**config.mk**
```make
export PLATFORM = sky130hd
export DESIGN_NAME = div64x32_iter
export DESIGN_NICKNAME = d
export VERILOG_FILES = /design/src/rtl/div64x32_iter.sv
export SDC_FILE = /design/constraint.sdc
export NUM_CORES = 1
export LEC_CHECK = 0
export BUFFER_PORTS_ARGS = -buffer_cell sky130_fd_sc_hd__buf_2
export CELL_PAD_IN_SITES_DETAIL_PLACEMENT = 2
export CELL_PAD_IN_SITES_GLOBAL_PLACEMENT = 2
export CORE_AREA = 2 2 164 166
export CTS_CLUSTER_SIZE = 16
export DETAILED_ROUTE_END_ITERATION = 12
export DIE_AREA = 0 0 166 168
export GPL_ROUTABILITY_DRIVEN = 0
export PLACE_DENSITY_LB_ADDON = 0.1
export SLEW_MARGIN = 25
export SYNTH_ARGS = -nofsm -noshare
export SYNTH_HDL_FRONTEND = slang
export SYNTH_SLANG_ARGS = --single-unit
export TNS_END_PERCENT = 5
```
**constraint.sdc**
```tcl
create_clock -name clk -period 7.6 [get_ports clk]
set_clock_uncertainty 0.05 [all_clocks]
set_input_delay 0.38 -clock clk [delete_from_list [all_inputs] [get_ports clk]]
set_output_delay 0.38 -clock clk [all_outputs]
set_load 0.03 [all_outputs]
```
**src/rtl/div64x32_iter.sv**
```systemverilog
// Iterative restoring divider: 64-bit dividend / 32-bit divisor, one quotient bit per clock.
// Shares the start/busy handshake of the 32x32 iterative multiplier.
module div64x32_iter (
  input  logic        clk,
  input  logic        reset,
  input  logic        start,
  input  logic [63:0] dividend,
  input  logic [31:0] divisor,
  output logic        busy,
  output logic [31:0] quotient,
  output logic [31:0] remainder,
  output logic        div_by_zero,
  output logic        overflow
);

  typedef enum logic [1:0] {
    IDLE  = 2'd0,
    CHECK = 2'd1,
    CALC  = 2'd2
  } state_t;

  state_t      state;
  logic [31:0] rem_q;     // partial remainder, always < divisor once in CALC
  logic [31:0] dlo;       // low dividend bits shifting out, quotient bits shifting in
  logic [31:0] dvs;
  logic [4:0]  cnt;

  logic [32:0] trial;
  logic [31:0] diff;
  logic        q_bit;
  logic [31:0] rem_next;
  logic [31:0] dlo_next;

  // One restoring step. The true difference is below the divisor whenever it is
  // kept, so a 32-bit subtract is exact even though the trial value is 33 bits.
  always_comb begin
    trial    = {rem_q, dlo[31]};
    diff     = trial[31:0] - dvs;
    q_bit    = (trial >= {1'b0, dvs});
    rem_next = q_bit ? diff : trial[31:0];
    dlo_next = {dlo[30:0], q_bit};
  end

  assign busy = (state != IDLE);

  // NOTE: all state uses non-blocking assignments so every register samples
  // the pre-edge values; blocking here would chain updates within one edge.
  always_ff @(posedge clk or negedge reset) begin
    if (!reset) begin
      state       <= IDLE;
      rem_q       <= '0;
      dlo         <= '0;
      dvs         <= '0;
      cnt         <= '0;
      quotient    <= '0;
      remainder   <= '0;
      div_by_zero <= 1'b0;
      overflow    <= 1'b0;
    end else begin
      case (state)
        IDLE: begin
          if (start) begin
            dlo   <= dividend[31:0];
            rem_q <= dividend[63:32];
            dvs   <= divisor;
            cnt   <= '0;
            state <= CHECK;
          end
        end
        CHECK: begin
          if (dvs == '0) begin
            div_by_zero <= 1'b1;
            overflow    <= 1'b0;
            quotient    <= '1;
            remainder   <= '0;
            state       <= IDLE;
          end else if (rem_q >= dvs) begin
            // Quotient would not fit in 32 bits.
            overflow    <= 1'b1;
            div_by_zero <= 1'b0;
            quotient    <= '1;
            remainder   <= '0;
            state       <= IDLE;
          end else begin
            state <= CALC;
          end
        end
        CALC: begin
          rem_q <= rem_next;
          dlo   <= dlo_next;
          cnt   <= cnt + 5'd1;
          if (cnt == 5'd31) begin
            quotient    <= dlo_next;
            remainder   <= rem_next;
            div_by_zero <= 1'b0;
            overflow    <= 1'b0;
            state       <= IDLE;
          end
        end
        default: state <= IDLE;
      endcase
    end
  end

endmodule

```
==> results.yml <==
grt:
  grt_pass1_wl_um: 54000
  grt_pass1_vias: 9466
  gr-total-overflow: 0
  grt_max_degree: 102
  grt_util_all_layers_pct: 24.3
  antenna_found_initial: 0
clock_tree:
  clock_latency_ps: 450
  post_cts_buffers: 0
  clock-sinks: 169
  clkTransAtPathRegs_ps: 80
  cts_resized: 0
  htreeDepth: 4
  cts_tree: "built"
  cts_made_buffers: 17
  clockBufferDepth: 2
  cts_hold_buf: 0
  root_buffer: "clkbuf_16"
routing:
  wl_met3_um: 922
  routed_wl_um: 33000
  routed_via_density: 5.45
  routed.top_layer: "met4"
  drtAntennaViolNets: 0
  drc: 0
  wl_met1_um: 15200
  drt-pass1-iter-count: 4
  initialDrtViolationCount: 417
  routed-wl-met2_um: 16400
  num_vias: 8564
  wl_per_cell_um: 21.0
setup_path:
  rrSetupSlack_ps: 3940
  critPathMaxFanout: 99
  start_kind: "register"
  reg2reg_from: "dvs[29]"
  rr_worst_depth: 9
  r2r-end: "remainder[9]"
  cp.required_ps: 7870
  cp-end-kind: "register"
  path_class: "register to register"
  crit_end: "remainder[9]"
  arrival_ps: 3930
  cp-startpoint: "dvs[29]"
sta:
  fmax_mhz: 274
  worst_hold_slack_ps: -13.6
  post-route-period-util_pct: 48.1
  slew_viol_final: 0
  hold_viol: 7
  timing.slew.headroom_pct: 32.8
  tightest_slew_ps: 1000
  min_period_ps: 3660
  rsz0062_at_grt: "false"
  finalSetupTns_ps: 0
  finalSetupViolCount: 0
synthesis:
  synth_fa_ha_area_share_pct: 8.85
  ys.flop_type: "dfrtp_1"
  ys_async_sr_fraction_pct: 100
  synth.mux.area_fraction_pct: 1.13
  synth_cells: 1089
  syn_nets: 1255
  synth_edf_count: 0
  yosysTopAreaCellShare_pct: 44.2
  synth_seq_cells: 169
  yosysWarnings: 0
  synth_compound_area_share_pct: 22.2
  ys_types: 69
  ys_seq_area_share_pct: 44.2
  synthXorXnorAreaFrac_pct: 2.47
  synth_area_leaders: "dfrtp_1 44%, ha_1 8.6%, a21oi_1 6.8%"
  synth-simple-area-share_pct: 16.4
  synth_top_family_by_area: "compound AO/OA/AOI/OAI gates"
  netlist_area_mm2: 0.00956
  syn_area_per_cell_um2: 8.78
  synth_area_leader_cell: "dfrtp_1"
final_layout:
  final_common_cell: "dfrtp_1"
  syn_to_final_growth_pct: 17.7
  layoutNonFillerInstCount: 1571
  final_cell_mix: "169 x dfrtp_1, 164 x buf_2, 150 x nor2_1, 131 x nand2_1, 130 x a21oi_1"
  final_util_pct: 42.7
  drive_gt1_share_pct: 18.9
  nFillCells: 2986
  fin_nets: 1382
placed_design:
  dpl.hpwl_um: 23300
  port_buffers: 165
  placed_cells: 1538
floorplan:
  core_area_mm2: 0.0264
  die_y_um: 168
  dieArea_mm2: 0.0279
  fp.dieW_um: 166
  start_util_pct: 36.3
  pin_count: 166
  rows: 60
status:
  violations: "hold timing"
  status: "finished, violations left"
power_and_ir_drop:
  p_leak_uw: 0.00504
  ir_worst_vdd_v: 0.000169
  powerDensity_mw_per_mm2: 577
min_path:
  hold_class: "primary input to async pin"
job:
  drv_cap: 0
## metrics by stage
step	hold slack, ps	setup slack (ps)	total power [µW]	area [µm²]
CTS	61.6	3930	6550	11200
global placement	422	4050	5370	10600
global route	58.6	3740	7050	11300
floorplan	34.4	4830	4360	9560
detailed placement	444	3950	5500	10600
finish	-13.6	3940	6490	11300
## worst min-delay path by stage
stage / end / from / cells past startpoint
finish: remainder[6] / reset / 1
global route: remainder[6] / reset / 1
CTS: remainder[6] / reset / 1
detailed placement: div_by_zero / div_by_zero / 1
global placement: cnt[3] / cnt[3] / 1
floorplan: cnt[0] / reset / 0
## report_power, final
part / leakage (µW) / internal, µW / switching (µW)
combinational: 0.00279 / 1380 / 2540
clock: 0.000304 / 459 / 481
sequential: 0.00194 / 1310 / 308
total: 0.00504 / 3160 / 3330
## sequential cells by signal, indices dropped and copies added (netlist names)
| name | count |
|---|---|
| cnt | 5 |
| div_by_zero | 1 |
| dlo | 32 |
| dvs | 32 |
| overflow | 1 |
| quotient | 32 |
| rem_q | 32 |
| remainder | 32 |
| state | 2 |
## cells by family after synthesis
group	count (synthesis)
mux	10
xor+xnor	27
compound gates	350
fa+ha+maj	67
buf+inv	107
simple gates	359
flops	169
## cell usage after synthesis, drive strengths merged (2+ instances only)
master   count
a22o         6
nor3b        4
and4         4
a221oi       2
buf         22
or3          2
xnor2       14
nor4        11
nand2      132
o21ai       93
o2111ai      2
xor2        13
a22oi       22
a2111oi      2
mux2         6
or2          3
nand2b       6
a21o        19
o22a         5
dfrtp      169
a211o        2
o21a         3
and3         4
nand4       14
nand3        9
o211ai       2
nor3         5
clkbuf      41
nor2b        7
a31oi       36
a21boi       3
and2         5
o21bai       4
a21oi      131
mux2i        4
a211oi       7
inv         44
o31a         2
ha          66
nor2       151
## final cells by class
class	instances	area, µm²	share of cell area (%)
multi-input cells	813	4910	43.6
inverters	44	166	1.48
clock buffers	17	425	3.78
well taps	341	427	3.79
diodes	1	2.50	0.0222
repair buffers	171	892	7.93
clock inverters	15	206	1.83
flip-flops and latches	169	4230	37.6
## critical path: stages, from the launching register on
cell	delay (ps)
dfrtp_1	390
inv_1	100
ha_1	300
nand4_1	200
or4_1	580
a211oi_1	210
a211oi_1	170
a21oi_4	640
buf_12	430
mux2_2	400
## routing by layer
| layer | vias up | track usage (%) |
|---|---|---|
| li1 | 4074 | - |
| met1 | 4335 | 32.5 |
| met2 | 129 | 42.5 |
| met3 | 26 | 2.56 |
| met4 | 0 | 5.75 |
| met5 | - | 0 |
(Power assumes the default switching activity.)
